## config.mk

```make
export PLATFORM = sky130hd
export DESIGN_NAME = lfsr_crypt_engine_flat
export DESIGN_NICKNAME = d
export VERILOG_FILES = /design/src/rtl/lfsr_crypt_engine_if.sv /design/src/rtl/lfsr_crypt_engine.sv /design/src/flat_wrapper.sv
export SDC_FILE = /design/constraint.sdc
export NUM_CORES = 1
export LEC_CHECK = 0
export ABC_AREA = 0
export CORE_ASPECT_RATIO = 0.9
export CORE_MARGIN = 2
export CORE_UTILIZATION = 45
export CTS_BUF_LIST = sky130_fd_sc_hd__clkbuf_4
export CTS_CLUSTER_DIAMETER = 150
export CTS_CLUSTER_SIZE = 8
export DETAILED_ROUTE_END_ITERATION = 10
export HOLD_SLACK_MARGIN = 0.03
export MAX_ROUTING_LAYER = met4
export PLACE_DENSITY = 0.65
export SLEW_MARGIN = 20
export SYNTH_ARGS = -nofsm -noshare
export SYNTH_HDL_FRONTEND = slang
export SYNTH_SLANG_ARGS = --single-unit
```

## constraint.sdc

```tcl
create_clock -name clk -period 3.8 [get_ports clk]
set_input_delay 0.76 -clock clk [delete_from_list [all_inputs] [get_ports clk]]
set_output_delay 0.76 -clock clk [all_outputs]
set_load 0.01 [all_outputs]
```

## src/rtl/lfsr_crypt_engine_if.sv

```systemverilog
// Launch handshake and data-memory port between the LFSR crypt engine and its surroundings.
// master is the engine side; slave is the memory/launcher side.
interface lfsr_crypt_engine_if #(
   parameter int unsigned ADDR_W = 8
);
   logic              req;
   logic              mode;
   logic              ack;
   logic [ADDR_W-1:0] mem_addr;
   logic              mem_we;
   logic [7:0]        mem_wdata;
   logic [7:0]        mem_rdata;
   logic [6:0]        par_err_cnt;

   modport master (
      input  req, mode, mem_rdata,
      output ack, mem_addr, mem_we, mem_wdata, par_err_cnt
   );

   modport slave (
      output req, mode, mem_rdata,
      input  ack, mem_addr, mem_we, mem_wdata, par_err_cnt
   );
endinterface

```

## src/rtl/lfsr_crypt_engine.sv

```systemverilog
// LFSR stream encrypt/decrypt sequencer working in place on the shared data memory.
// Reads pre_length/taps/seed, streams DEPTH bytes through the keystream and writes the result block.
module lfsr_crypt_engine #(
   parameter int unsigned LFSR_W    = 7,
   parameter int unsigned DEPTH     = 64,
   parameter int unsigned ADDR_W    = 8,
   parameter int unsigned SRC_BASE  = 0,
   parameter int unsigned DST_BASE  = 64,
   parameter int unsigned CFG_BASE  = 61,
   parameter int unsigned PRE_MIN   = 10,
   parameter int unsigned PRE_MAX   = 26,
   parameter int unsigned PARITY_EN = 0
) (
   input  logic                clk,
   input  logic                init,
   lfsr_crypt_engine_if.master bus
);

   localparam int unsigned IDX_W   = $clog2(DEPTH + PRE_MAX + 1);
   localparam logic [6:0]  ERR_MAX = 7'h7F;

   typedef enum logic [3:0] {
      IDLE, CFG0, CFG1, CFG2, CFG3, RD, WR, TAIL, DONE
   } state_t;

   state_t              state, state_nx;
   logic [IDX_W-1:0]    idx, idx_nx;
   logic [7:0]          pre;
   logic [LFSR_W-1:0]   taps, lfsr, lfsr_adv, seed_val, taps_val;
   logic                dec;
   logic [6:0]          par_cnt;

   logic                ack_q, ack_d;
   logic                we_q, we_d;
   logic [ADDR_W-1:0]   addr_q, addr_d;

   logic [7:0]          pre_sat, s_byte, plain, cipher, enc_byte, dec_byte, wdata_c;
   logic                par_bad, last_idx, tail_last, idx_ge_pre;

   assign bus.ack         = ack_q;
   assign bus.mem_we      = we_q;
   assign bus.mem_addr    = addr_q;
   assign bus.mem_wdata   = wdata_c;
   assign bus.par_err_cnt = par_cnt;

   // Keystream, config decoding and write-data formation from same-cycle read data
   always_comb begin
      lfsr_adv = {lfsr[LFSR_W-2:0], ^(lfsr & taps)};

      s_byte   = '0;
      seed_val = '0;
      taps_val = '0;
      for (int unsigned b = 0; b < 8 && b < LFSR_W; b++) begin
         s_byte[b]   = lfsr[b];
         seed_val[b] = bus.mem_rdata[b];
         taps_val[b] = bus.mem_rdata[b];
      end
      if (seed_val == '0) seed_val = LFSR_W'(1);

      if (bus.mem_rdata < 8'(PRE_MIN))      pre_sat = 8'(PRE_MIN);
      else if (bus.mem_rdata > 8'(PRE_MAX)) pre_sat = 8'(PRE_MAX);
      else                                  pre_sat = bus.mem_rdata;

      idx_ge_pre = (32'(idx) >= 32'(pre));
      if (!idx_ge_pre || ((32'(idx) - 32'(pre)) >= CFG_BASE)) plain = 8'h00;
      else                                                   plain = bus.mem_rdata;
      cipher   = plain ^ s_byte;
      enc_byte = {((PARITY_EN != 0) ? ^cipher[6:0] : 1'b0), cipher[6:0]};
      dec_byte = {1'b0, bus.mem_rdata[6:0] ^ s_byte[6:0]};

      if (state == WR) wdata_c = dec ? dec_byte : enc_byte;
      else             wdata_c = 8'h00;

      par_bad   = (PARITY_EN != 0) && (bus.mem_rdata[7] != ^bus.mem_rdata[6:0]);
      last_idx  = (idx == IDX_W'(DEPTH - 1));
      tail_last = (32'(idx) == (DEPTH + 32'(pre) - 1));
   end

   // State, datapath and registered outputs
   always_ff @(posedge clk or posedge init) begin
      if (init) begin
         state   <= IDLE;
         idx     <= '0;
         pre     <= '0;
         taps    <= '0;
         lfsr    <= '0;
         dec     <= 1'b0;
         par_cnt <= '0;
         ack_q   <= 1'b0;
         we_q    <= 1'b0;
         addr_q  <= '0;
      end else begin
         state  <= state_nx;
         idx    <= idx_nx;
         ack_q  <= ack_d;
         we_q   <= we_d;
         addr_q <= addr_d;
         case (state)
            IDLE: begin
               if (!bus.req) begin
                  dec     <= bus.mode;
                  par_cnt <= '0;
               end
            end
            CFG1: pre  <= pre_sat;
            CFG2: taps <= taps_val;
            CFG3: lfsr <= seed_val;
            WR: begin
               lfsr <= lfsr_adv;
               if (dec && par_bad && (par_cnt != ERR_MAX)) par_cnt <= par_cnt + 7'd1;
            end
            default: ;
         endcase
      end
   end

   // Next-state and index sequencing
   always_comb begin
      state_nx = state;
      idx_nx   = idx;
      case (state)
         IDLE: begin
            if (!bus.req) begin
               state_nx = CFG0;
               idx_nx   = '0;
            end
         end
         CFG0: state_nx = CFG1;
         CFG1: state_nx = CFG2;
         CFG2: state_nx = CFG3;
         CFG3: state_nx = RD;
         RD:   state_nx = WR;
         WR: begin
            idx_nx = idx + IDX_W'(1);
            if (last_idx) state_nx = (dec && (pre != 8'h00)) ? TAIL : DONE;
            else          state_nx = RD;
         end
         TAIL: begin
            idx_nx = idx + IDX_W'(1);
            if (tail_last) state_nx = DONE;
         end
         DONE: if (bus.req) state_nx = IDLE;
         default: state_nx = IDLE;
      endcase
   end

   // Output values for the state being entered, so the bus shows them during that state
   always_comb begin
      addr_d = addr_q;
      we_d   = 1'b0;
      ack_d  = 1'b0;
      case (state_nx)
         CFG0: addr_d = ADDR_W'(CFG_BASE);
         CFG1: addr_d = ADDR_W'(CFG_BASE + 1);
         CFG2: addr_d = ADDR_W'(CFG_BASE + 2);
         RD: begin
            if (dec) addr_d = ADDR_W'(SRC_BASE) + ADDR_W'(idx_nx);
            else     addr_d = ADDR_W'(SRC_BASE) + ADDR_W'(idx_nx) - ADDR_W'(pre);
         end
         WR: begin
            if (dec) addr_d = ADDR_W'(DST_BASE) + ADDR_W'(idx_nx) - ADDR_W'(pre);
            else     addr_d = ADDR_W'(DST_BASE) + ADDR_W'(idx_nx);
            we_d = !dec || (32'(idx_nx) >= 32'(pre));
         end
         TAIL: begin
            addr_d = ADDR_W'(DST_BASE) + ADDR_W'(idx_nx) - ADDR_W'(pre);
            we_d   = 1'b1;
         end
         DONE: ack_d = 1'b1;
         default: ;
      endcase
   end

endmodule

```

## src/flat_wrapper.sv

```systemverilog
// flat-port wrapper written by rule: the top's interface ports become plain ports
module lfsr_crypt_engine_flat 
#(
   parameter int unsigned LFSR_W    = 7,
   parameter int unsigned DEPTH     = 64,
   parameter int unsigned ADDR_W    = 8,
   parameter int unsigned SRC_BASE  = 0,
   parameter int unsigned DST_BASE  = 64,
   parameter int unsigned CFG_BASE  = 61,
   parameter int unsigned PRE_MIN   = 10,
   parameter int unsigned PRE_MAX   = 26,
   parameter int unsigned PARITY_EN = 0
)
  (clk, init, bus_req, bus_mode, bus_mem_rdata, bus_ack, bus_mem_addr, bus_mem_we, bus_mem_wdata, bus_par_err_cnt);
  lfsr_crypt_engine_if #(.ADDR_W(ADDR_W)) bus_i ();
  input  logic clk;
  input  logic init;
  input wire logic [$bits(bus_i.req)-1:0] bus_req;
  input wire logic [$bits(bus_i.mode)-1:0] bus_mode;
  input wire logic [$bits(bus_i.mem_rdata)-1:0] bus_mem_rdata;
  output wire logic [$bits(bus_i.ack)-1:0] bus_ack;
  output wire logic [$bits(bus_i.mem_addr)-1:0] bus_mem_addr;
  output wire logic [$bits(bus_i.mem_we)-1:0] bus_mem_we;
  output wire logic [$bits(bus_i.mem_wdata)-1:0] bus_mem_wdata;
  output wire logic [$bits(bus_i.par_err_cnt)-1:0] bus_par_err_cnt;
  assign bus_i.req = bus_req;
  assign bus_i.mode = bus_mode;
  assign bus_i.mem_rdata = bus_mem_rdata;
  assign bus_ack = bus_i.ack;
  assign bus_mem_addr = bus_i.mem_addr;
  assign bus_mem_we = bus_i.mem_we;
  assign bus_mem_wdata = bus_i.mem_wdata;
  assign bus_par_err_cnt = bus_i.par_err_cnt;
  lfsr_crypt_engine #(.LFSR_W(LFSR_W), .DEPTH(DEPTH), .ADDR_W(ADDR_W), .SRC_BASE(SRC_BASE), .DST_BASE(DST_BASE), .CFG_BASE(CFG_BASE), .PRE_MIN(PRE_MIN), .PRE_MAX(PRE_MAX), .PARITY_EN(PARITY_EN)) u_core (.clk(clk), .init(init), .bus(bus_i));
endmodule
```

== Word-level counts from Yosys, hierarchy flattened ==
Cells that the tools add are included.
Word-level totals
  register bits: 44
  word-level logic and storage cells: 75
Cells by class
  add/sub/neg operators: 7
  $lt $le $gt $ge: 5
  equal/unequal tests: 17
  mux-type cells: 20
  bitwise logic cells: 4
  reduce and logical (&&, ||, !) cells: 13
Operators by type and width (count)
  8-bit case mux with 6 select lines: 1
  8-bit two-way mux: 5
  4-bit case mux with 9 select lines: 1
  7-bit by 32-bit == test with 1-bit output: 1
  32-bit by 6-bit greater-or-equal comparator with 1-bit output (second input constant): 1
  32-bit by 1-bit subtractor with 32-bit output (second input constant): 1
  4-bit by 3-bit == test with 1-bit output (second input constant): 7
  7-bit two-way mux: 4
  7-bit case mux with 2 select lines: 2
  4-bit two-way mux: 5
  4-bit by 2-bit == test with 1-bit output (second input constant): 4
  7-bit by 8-bit greater-or-equal comparator with 1-bit output: 2
  7-bit XOR: 2
  7-bit by 8-bit adder with 9-bit output (first input constant): 1
  7-bit by 8-bit subtractor with 9-bit output: 1
  7-bit by 7-bit adder with 8-bit output (first input constant): 1
  4-bit by 1-bit == test with 1-bit output (second input constant): 2
  4-bit == test (second input constant): 2
  8-bit by 5-bit > comparator with 1-bit output (second input constant): 1
  8-bit by 4-bit < comparator with 1-bit output (second input constant): 1
  8-bit nonzero test: 1
  7-bit by 8-bit subtractor with 8-bit output: 1
  8-bit subtractor: 1
  7-bit by 1-bit adder with 7-bit output (second input constant): 1
  other kinds (15): 17

== Logic depth before layout (Yosys ltp) ==
Gate-level depths: netlist of the first run.
  depth after elaboration: 7
  depth in mapped cells: 13
  gate-level depth less buffers: 13

== Worst setup path after synthesis of the first run ==
Ideal clock, no wire load.
  path type: register -> output
  start: reg u_core.pre[2]
  end: out bus_mem_wdata[2]
  arrival time: 2.479 ns
  path slack: 0.561 ns
  stages on the path, launching flop included: 10
  path buffers: 0
  path through: dfrtp_1 > inv_1 > ha_1 > nor2b_1 > o21ai_1 > a21oi_1 > or4b_2 > a21oi_1 > o2111ai_1 > nand3_1
Between the ends
  cells in the longest elaborated chain, start to end: 7
  elaborated cells on any way between the ends: 9
  classes of those cells: add/sub (1); order compare (2); mux (3); bitwise (1); reduce/logical (2)
RTL lines
  from (decl): RTL line lfsr_crypt_engine.sv:28  | logic [7:0] pre;
  from (signal assigned): RTL line lfsr_crypt_engine.sv:105  | CFG1: pre <= pre_sat;
  7-bit by 8-bit subtractor with 9-bit output / 7-bit by 8-bit greater-or-equal comparator with 1-bit output (equally long branches): RTL line lfsr_crypt_engine.sv:65, lfsr_crypt_engine.sv:64
  32-bit by 6-bit greater-or-equal comparator with 1-bit output / 1-bit zero test (equally long branches): RTL line lfsr_crypt_engine.sv:65  | if (!idx_ge_pre || ((32'(idx) - 32'(pre)) >= CFG_BASE)) plain = 8'h00;
  1-bit logical OR *: RTL line lfsr_crypt_engine.sv:65
  7-bit two-way mux *: RTL line lfsr_crypt_engine.sv:65
  7-bit XOR *: RTL line lfsr_crypt_engine.sv:67  | cipher = plain ^ s_byte;
  7-bit two-way mux *: RTL line lfsr_crypt_engine.sv:71  | if (state == WR) wdata_c = dec ? dec_byte : enc_byte;
  8-bit two-way mux *: RTL line lfsr_crypt_engine.sv:71
  to (decl): RTL line flat_wrapper.sv:24  | output wire logic [$bits(bus_i.mem_wdata)-1:0] bus_mem_wdata;
Every way passes the cells marked *; elsewhere a longest branch is shown, timed or not.

== Worst setup path after layout of the first run ==
  start: reg u_core.idx[0]
  end: out bus_mem_wdata[6]
Between the ends
  cells in the longest elaborated chain, start to end: 7
  elaborated cells on any way between the ends: 9
  classes of those cells: add/sub (1); order compare (2); mux (3); bitwise (1); reduce/logical (2)
RTL lines
  from (decl): RTL line lfsr_crypt_engine.sv:27  | logic [IDX_W-1:0] idx, idx_nx;
  from (signal assigned): RTL line lfsr_crypt_engine.sv:94  | idx <= idx_nx;
  7-bit by 8-bit subtractor with 9-bit output / 7-bit by 8-bit greater-or-equal comparator with 1-bit output (equally long branches): RTL line lfsr_crypt_engine.sv:65, lfsr_crypt_engine.sv:64
  32-bit by 6-bit greater-or-equal comparator with 1-bit output / 1-bit zero test (equally long branches): RTL line lfsr_crypt_engine.sv:65
  1-bit logical OR *: RTL line lfsr_crypt_engine.sv:65
  7-bit two-way mux *: RTL line lfsr_crypt_engine.sv:65
  7-bit XOR *: RTL line lfsr_crypt_engine.sv:67
  7-bit two-way mux *: RTL line lfsr_crypt_engine.sv:71
  8-bit two-way mux *: RTL line lfsr_crypt_engine.sv:71
Marked as above.

==> metrics.csv, run 1 <==
stage,metric,value,unit
floorplan,num_io_pins,37,
clocking,clk_pin_slew,0.16,ns
clocking,ctsHoldBuffers,0,
setup_path,cp_common_cell,a21oi_1,
floorplan,die_x,101.4,microns
yosys,ys_warn_count,0,
timing,hold_violations,0,
global_route,grt_usage,25.72,%
drt,drt_wl_total,11150,microns
timing,tns,0,ns
drt,drt_iter0_markers,274,
setup_path,cp_data_required_time,3.04,ns
global_route,met2_usage,36.09,%
yosys,async_flop_share,100.0,%
yosys,synth_area_per_cell,8.251,sq um
floorplan,die_h,91.69,microns
drt,drcViolationCount,0,
setup_path,critPathSlowestCell,or4b_4,
power,total_power,1.254,mW
clocking,cts_buffers,5,
timing,maxSlewViolCount,0,
timing,setup_viol,0,
yosys,synth_ff_type,dfrtp_1,
cells_and_area,final_area,4548,sq um
clocking,cts_tree,done,
timing,min_period_over_period,97.09,%
yosys,synth.cell_area,3845,sq um
floorplan,core,8184,sq um
global_route,grt_max_degree,45,
yosys,postSynthCellCount,466,
yosys,synth_edf_count,0,
placement,placed_cells,624,
global_route,met3_usage,3.887,%
cells_and_area,drive_gt1_share,14.42,%
power,vdd_ir_drop_max,0.2457,mV
placement,gp_congestion,0.9548,
clocking,clk_latency,0.38,ns
drt,num_vias,3785,
power,comb_power_share,32.1,%
drt,firstDrtPassIters,6,
drt,avgRoutedWirePerCell,17.56,microns
global_route,use_met1,38.85,%
power,switching_share,36.15,%
timing,max_freq,271.1,MHz
timing,rsz0062_at_grt,true,
setup_path,path_cells,"inv_1, ha_2, fa_2, nor2b_1, o21ai_1, a21oi_1, or4b_4, a21o_4, a21oi_1, nand3_1, dlygate4sd2_1",
setup_path,crit_arrival,2.93,ns
clocking,cts_buffer_depth,2,
cells_and_area,syn_to_final_growth,18.29,%
yosys,seq_area_frac_synth,28.64,%
drt,postRouteAntennaNets,0,
clocking,ctsRootBufferMaster,clkbuf_4,
global_route,antenna_found_initial,0,
global_route,grt-ovfl-total,0,
power,clock_power_share,20.3,%
timing,slew_headroom,40.03,%
power,power_leakage,1.967,nW
timing,clock_skew,0.01518,ns
clocking,clkSinkCount,44,
power,power_density,275.8,nW/um^2
placement,portBuffers,28,
timing,hold_slack,0.5233,ns
setup_path,max_stage_delay,0.56,ns
job,cap_viol_max_count,0,
cells_and_area,layout.nets,555,
cells_and_area,diodes,0,
global_route,grt.busiest_layer,met1,
status,status,completed,
setup_path,worst-setup-path-type,reg -> out,
power,internal-power,800.9,uW
cells_and_area,stdcell_count,635,
placement,post-place-ws,-0.08912,ns
power,p_seq_share,47.6,%
floorplan,rows,31,
yosys,ys_seq_elements,44,
cells_and_area,utilization,55.57,%
setup_path,rrSetupSlack,0.40,ns
clocking,cts-htree-levels,2,
timing,worstMarginPinSlew,0.8983,ns
setup_path,crit_path_start_kind,flip-flop,
global_route,grt_pass1_wl,18580,microns
drt,detail_route.vias_per_cell,5.961,
setup_path,path_max_fanout,7,
floorplan,dieArea,9301,sq um
worst_hold_path,hold_class,reg -> reg,
placement,dp_hpwl,8501,microns
floorplan,initial_core_util,46.98,%
yosys,synthDistinctLibCells,67,
placement,post_dp_cell_area,4412,sq um
setup_path,cp-end-kind,output port,
timing,worst_slack,0.1107,ns
global_route,grt_pass1_vias,3583,
power,p_sw,453.4,uW
worst_hold_path,min_delay_path_depth,1,
timing,period_needed,3.689,ns
setup_path,reg2regPathDepth,15,
## per-layer routing
metal / wire length [microns] / share of wire [%]
met1: 5352 / 48
met2: 4820 / 43
met3: 780 / 7.0
met4: 198 / 1.8
met5: 0 / 0
## cell families after synthesis
logic type	share of synthesized area (%)
compound gates	23.43
xor+xnor	5.695
fa+ha+maj	8.200
buf+inv	5.370
flops	28.64
mux	4.719
other cells	0.09753
simple gates	23.85
## layout by cell type (no fill, tap or decap), drive strengths merged, types with 7 or more instances in the layout
cell           count
nor2              29
mux2i              8
buf               34
nor2b              8
nor3              13
a21o               7
nand3             28
conb               8
a21oi             41
clkdlybuf4s50     21
nand2             46
inv               26
xnor2             20
dlygate4sd2        7
o21ai             29
dfrtp             44
mux2               9
nand2b            10
and3              12
ha                22
## final cells by class
class / instances / area (sq um)
Sequential cell: 44 / 1102
Timing Repair Buffer: 62 / 530.5
Clock inverter: 3 / 26.28
Clock buffer: 5 / 37.54
Inverter: 24 / 90.09
Fill cell: 785 / 3636
Tap cell: 115 / 143.9
Multi-Input combinational cell: 382 / 2618
## worst max-delay path, delay by kind of cell, from the launching register on
kind / cells / cell delay [ns]
simple gates: 3 / 0.73
fa+ha+maj: 2 / 0.38
buf+inv: 2 / 0.36
compound gates: 4 / 0.65
flops: 1 / 0.43
## synth_stat cells (all sizes together) (2+ instances only)
library cell / count / area, sq um
nor3: 13 / 70.07
o21ai: 29 / 145.1
nand2b: 10 / 62.56
inv: 24 / 90.09
ha: 22 / 275.3
and3: 12 / 75.07
o31a: 2 / 17.52
o22ai: 3 / 18.77
o31ai: 5 / 37.54
and2: 4 / 27.53
or4b: 2 / 20.02
a221o: 3 / 30.03
xor2: 5 / 43.79
nor3b: 6 / 45.04
dfrtp: 44 / 1101
o32a: 3 / 30.03
a21o: 7 / 52.55
clkbuf: 13 / 48.80
nand3b: 5 / 37.54
a22oi: 2 / 15.01
nor4: 4 / 46.29
fa: 2 / 40.04
a2111oi: 2 / 36.29
a2bb2oi: 2 / 17.52
o21a: 3 / 22.52
mux2: 9 / 101.4
nand2: 46 / 177.7
xnor2: 20 / 175.2
a21oi: 41 / 205.2
o221ai: 3 / 26.28
mux2i: 8 / 80.08
buf: 10 / 67.57
nor2: 29 / 108.9
nor2b: 8 / 50.05
o211ai: 6 / 50.05
a21boi: 2 / 15.01
a211oi: 2 / 15.01
a211o: 3 / 26.28
a31oi: 4 / 25.02
o2111ai: 5 / 43.79
nand3: 28 / 140.1
## state kept, by name, summed over array words and instances, names as in the netlist
signal / cells
u_core.taps: 7
u_core.pre: 8
u_core.state: 4
u_core.idx: 7
u_core.bus.mem_we: 1
u_core.lfsr: 7
u_core.dec: 1
u_core.bus.ack: 1
u_core.bus.mem_addr: 8
## repair_timing
| action | CTS | global route |
|---|---|---|
| hold endpoints to repair | 0 | 0 |
| pin swaps | 0 | 0 |
| endpoints found under the setup margin | 7 | 8 |
| buffers inserted | 0 | 3 |
| gates resized for setup | 12 | 12 |
## power groups by stage
stage	logic [mW]	clock network, mW	registers [mW]
2_1_floorplan	0.287	0	0.578
3_3_place_gp	0.414	0	0.601
3_5_place_dp	0.422	0	0.603
4_1_cts	0.399	0.257	0.594
5_1_grt	0.455	0.282	0.605
6_report	0.402	0.255	0.597
## worst paths after layout
| path | start | to |
|---|---|---|
| max | u_core.idx[0]$_DFF_PP0_ | bus_mem_wdata[6] |
| min | u_core.taps[3]$_DFFE_PP0P_ | u_core.taps[3]$_DFFE_PP0P_ |
| max reg2reg | u_core.idx[0]$_DFF_PP0_ | u_core.bus.mem_addr[7]$_DFFE_PP0P_ |
| min reg2reg | u_core.taps[3]$_DFFE_PP0P_ | u_core.taps[3]$_DFFE_PP0P_ |
| max in group asynchronous | init | u_core.pre[1]$_DFFE_PP0P_ |
| min in group asynchronous | init | u_core.taps[2]$_DFFE_PP0P_ |
No activity file was read; power rests on OpenSTA's default activity.
==> run 2, diff against run 1 <==
--- a/config.mk
+++ b/config.mk
@@ -7,15 +7,15 @@
 export LEC_CHECK = 0
 export ABC_AREA = 0
 export CORE_ASPECT_RATIO = 0.9
-export CORE_MARGIN = 2
-export CORE_UTILIZATION = 45
+export CORE_MARGIN = 5
+export CORE_UTILIZATION = 33
 export CTS_BUF_LIST = sky130_fd_sc_hd__clkbuf_4
 export CTS_CLUSTER_DIAMETER = 150
 export CTS_CLUSTER_SIZE = 8
 export DETAILED_ROUTE_END_ITERATION = 10
 export HOLD_SLACK_MARGIN = 0.03
 export MAX_ROUTING_LAYER = met4
-export PLACE_DENSITY = 0.65
+export PLACE_DENSITY = 0.51
 export SLEW_MARGIN = 20
 export SYNTH_ARGS = -nofsm -noshare
 export SYNTH_HDL_FRONTEND = slang
==> run 2 against run 1 <==
Sequential power hardly changed. Sequential cell count unchanged. Count of clock-buffer cells in the layout unchanged. Largest cell class unchanged.
==> metrics.csv, run 2 (synthesis results as in run 1) <==
stage,metric,value,unit,change
drt,postRouteAntennaNets,0,,unchanged
setup_path,timing.rr.end,u_core.bus.mem_addr[7]$_DFFE_PP0P_,,unchanged
setup_path,rr_startpoint,u_core.state[3]$_DFF_PP0_,,was u_core.idx[0]$_DFF_PP0_
clocking,clk_latency,0.36,ns,was 0.38 ns
setup_path,rrSetupSlack,0.51,ns,was 0.40 ns
floorplan,num_io_pins,37,,unchanged
timing,tns,0,ns,unchanged
worst_hold_path,hold_class,reg -> reg,,unchanged
setup_path,path_max_fanout,7,,unchanged
drt,drt_wl_total,11740,microns,was 11150 microns
setup_path,cp_common_cell,buf_4,,was a21oi_1
power,power_density,284.0,nW/um^2,was 275.8 nW/um^2
global_route,antenna_found_initial,1,,was 0
setup_path,path_cells,"inv_1, ha_2, fa_2, a2111oi_2, buf_4, a31oi_1, buf_4, o211ai_1, nand3_1, dlygate4sd2_1",,"was inv_1, ha_2, fa_2, nor2b_1, o21ai_1, a21oi_1, or4b_4, a21o_4, a21oi_1, nand3_1, dlygate4sd2_1"
clocking,clkSinkCount,44,,unchanged
setup_path,endpoint,bus_mem_wdata[1],,was bus_mem_wdata[6]
status,status,completed,,unchanged
drt,drcViolationCount,0,,unchanged
cells_and_area,drive_gt1_share,15.16,%,was 14.42%
timing,maxSlewViolCount,0,,unchanged
timing,rsz0062_at_grt,false,,was true
floorplan,initial_core_util,33.63,%,was 46.98%
cells_and_area,stdcell_count,678,,was 635
clocking,cts_tree,done,,unchanged
floorplan,rows,37,,was 31
global_route,grt_pass1_vias,3569,,was 3583
clocking,clk_pin_slew,0.15,ns,was 0.16 ns
timing,slew_headroom,47.13,%,was 40.03%
global_route,grt_pass1_wl,19380,microns,was 18580 microns
setup_path,max_stage_delay,0.44,ns,was 0.56 ns
floorplan,dieArea,13910,sq um,was 9301 sq um
floorplan,die_h,112.4,microns,was 91.69 microns
floorplan,core,11430,sq um,was 8184 sq um
global_route,grt_usage,17.92,%,was 25.72%
placement,post_dp_cell_area,4486,sq um,was 4412 sq um
cells_and_area,final_cell_mix,"nand2_1, dfrtp_1, a21oi_1",,unchanged
global_route,grt_max_degree,45,,unchanged
setup_path,cp_data_required_time,3.04,ns,about the same
timing,min_period_over_period,95.01,%,was 97.09%
setup_path,critPathSlowestCell,fa_2,,was or4b_4
clocking,cts-htree-levels,2,,unchanged
timing,max_freq,277.0,MHz,was 271.1 MHz
timing,worstMarginPinSlew,0.7921,ns,was 0.8983 ns
setup_path,crit_arrival,2.85,ns,was 2.93 ns
drt,detail_route.vias_per_cell,5.419,,was 5.961
drt,firstDrtPassIters,4,,was 6
clocking,ctsHoldBuffers,0,,unchanged
clocking,cts_buffer_depth,2,,unchanged
timing,worst_slack,0.1898,ns,was 0.1107 ns
power,power_leakage,1.974,nW,was 1.967 nW
clocking,cts_buffers,5,,unchanged
placement,placed_cells,668,,was 624
setup_path,reg2regPathDepth,12,,was 15
job,cap_viol_max_count,0,,unchanged
setup_path,startpoint,u_core.idx[0]$_DFF_PP0_,,unchanged
placement,dp_hpwl,9155,microns,was 8501 microns
drt,drt_iter0_markers,184,,was 274
setup_path,crit_path_start_kind,flip-flop,,unchanged
placement,portBuffers,28,,unchanged
cells_and_area,final_area,4632,sq um,was 4548 sq um
cells_and_area,layout.nets,556,,was 555
drt,num_vias,3674,,was 3785
timing,hold_violations,0,,unchanged
cells_and_area,utilization,40.51,%,was 55.57%
global_route,grt-ovfl-total,0,,unchanged
cells_and_area,syn_to_final_growth,20.47,%,was 18.29%
clocking,ctsRootBufferMaster,clkbuf_4,,unchanged
placement,post-place-ws,-0.1055,ns,was -0.08912 ns
drt,avgRoutedWirePerCell,17.32,microns,was 17.56 microns
timing,clock_skew,0.006932,ns,was 0.01518 ns
setup_path,cp-end-kind,output port,,unchanged
cells_and_area,final_common_cell,nand2_1,,unchanged
floorplan,die_x,123.8,microns,was 101.4 microns
timing,period_needed,3.610,ns,was 3.689 ns
timing,setup_viol,0,,unchanged
power,vdd_ir_drop_max,0.1560,mV,was 0.2457 mV
setup_path,worst-setup-path-type,reg -> out,,unchanged
placement,gp_congestion,0.9428,,was 0.9548
## run 2: through the flow
stage | hold WS [ns] | total power [mW]
finish | 0.5251 | 1.316
global route | 0.5457 | 1.405
CTS | 0.5304 | 1.323
detailed placement | 0.4960 | 1.033
global placement | 0.4900 | 1.023
floorplan | 0.4806 | 0.8649
## run 2: timing repair
action,in CTS,in global routing
endpoints found under the setup margin,7,10
pin swaps,2,2
buffers inserted,1,0
cloned,0,0
gates resized for setup,17,10
## run 2: worst max-delay path: cells and delay by family (launching register included)
kind	cells	cell delay, ns
adder cells (fa/ha/maj)	2	0.63
AND/OR/NAND/NOR	1	0.08
flip-flops	1	0.43
buffers and inverters	4	0.70
AO/OA/AOI/OAI	3	0.65
## run 2: layout make-up
type | instances | area, sq um
antenna | 1 | 2.502
clock buffer | 5 | 37.54
clock inverter | 3 | 42.54
fill | 1186 | 6803
inverter | 24 | 91.34
multi-input combinational | 382 | 2620
sequential | 44 | 1102
tap | 156 | 195.2
timing repair buffer | 63 | 540.5
## run 2: worst min-delay path by stage
| stage | start | end | slack [ns] | cells after the start |
|---|---|---|---|---|
| global placement | u_core.bus.mem_addr[2]$_DFFE_PP0P_ | u_core.bus.mem_addr[2]$_DFFE_PP0P_ | 0.49 | 1 |
| detailed placement | u_core.taps[0]$_DFFE_PP0P_ | u_core.taps[0]$_DFFE_PP0P_ | 0.50 | 1 |
| floorplan | u_core.taps[2]$_DFFE_PP0P_ | u_core.taps[2]$_DFFE_PP0P_ | 0.48 | 1 |
| global route | u_core.taps[6]$_DFFE_PP0P_ | u_core.taps[6]$_DFFE_PP0P_ | 0.55 | 1 |
| finish | u_core.taps[0]$_DFFE_PP0P_ | u_core.taps[0]$_DFFE_PP0P_ | 0.53 | 1 |
| CTS | u_core.taps[0]$_DFFE_PP0P_ | u_core.taps[0]$_DFFE_PP0P_ | 0.53 | 1 |
## run 2: per-layer routing
layer | wire length (microns) | up-vias | track usage, %
li1 | - | 1802 | -
met1 | 5925 | 1764 | 26.77
met2 | 5095 | 90 | 25.41
met3 | 460 | 18 | 1.914
met4 | 260 | 0 | 5.092
met5 | 0 | - | -
## run 2: where the power goes
| group | switching, mW | internal (mW) | total, mW |
|---|---|---|---|
| clock network | 0.171 | 0.137 | 0.308 |
| logic | 0.197 | 0.211 | 0.408 |
| registers | 0.0819 | 0.518 | 0.600 |
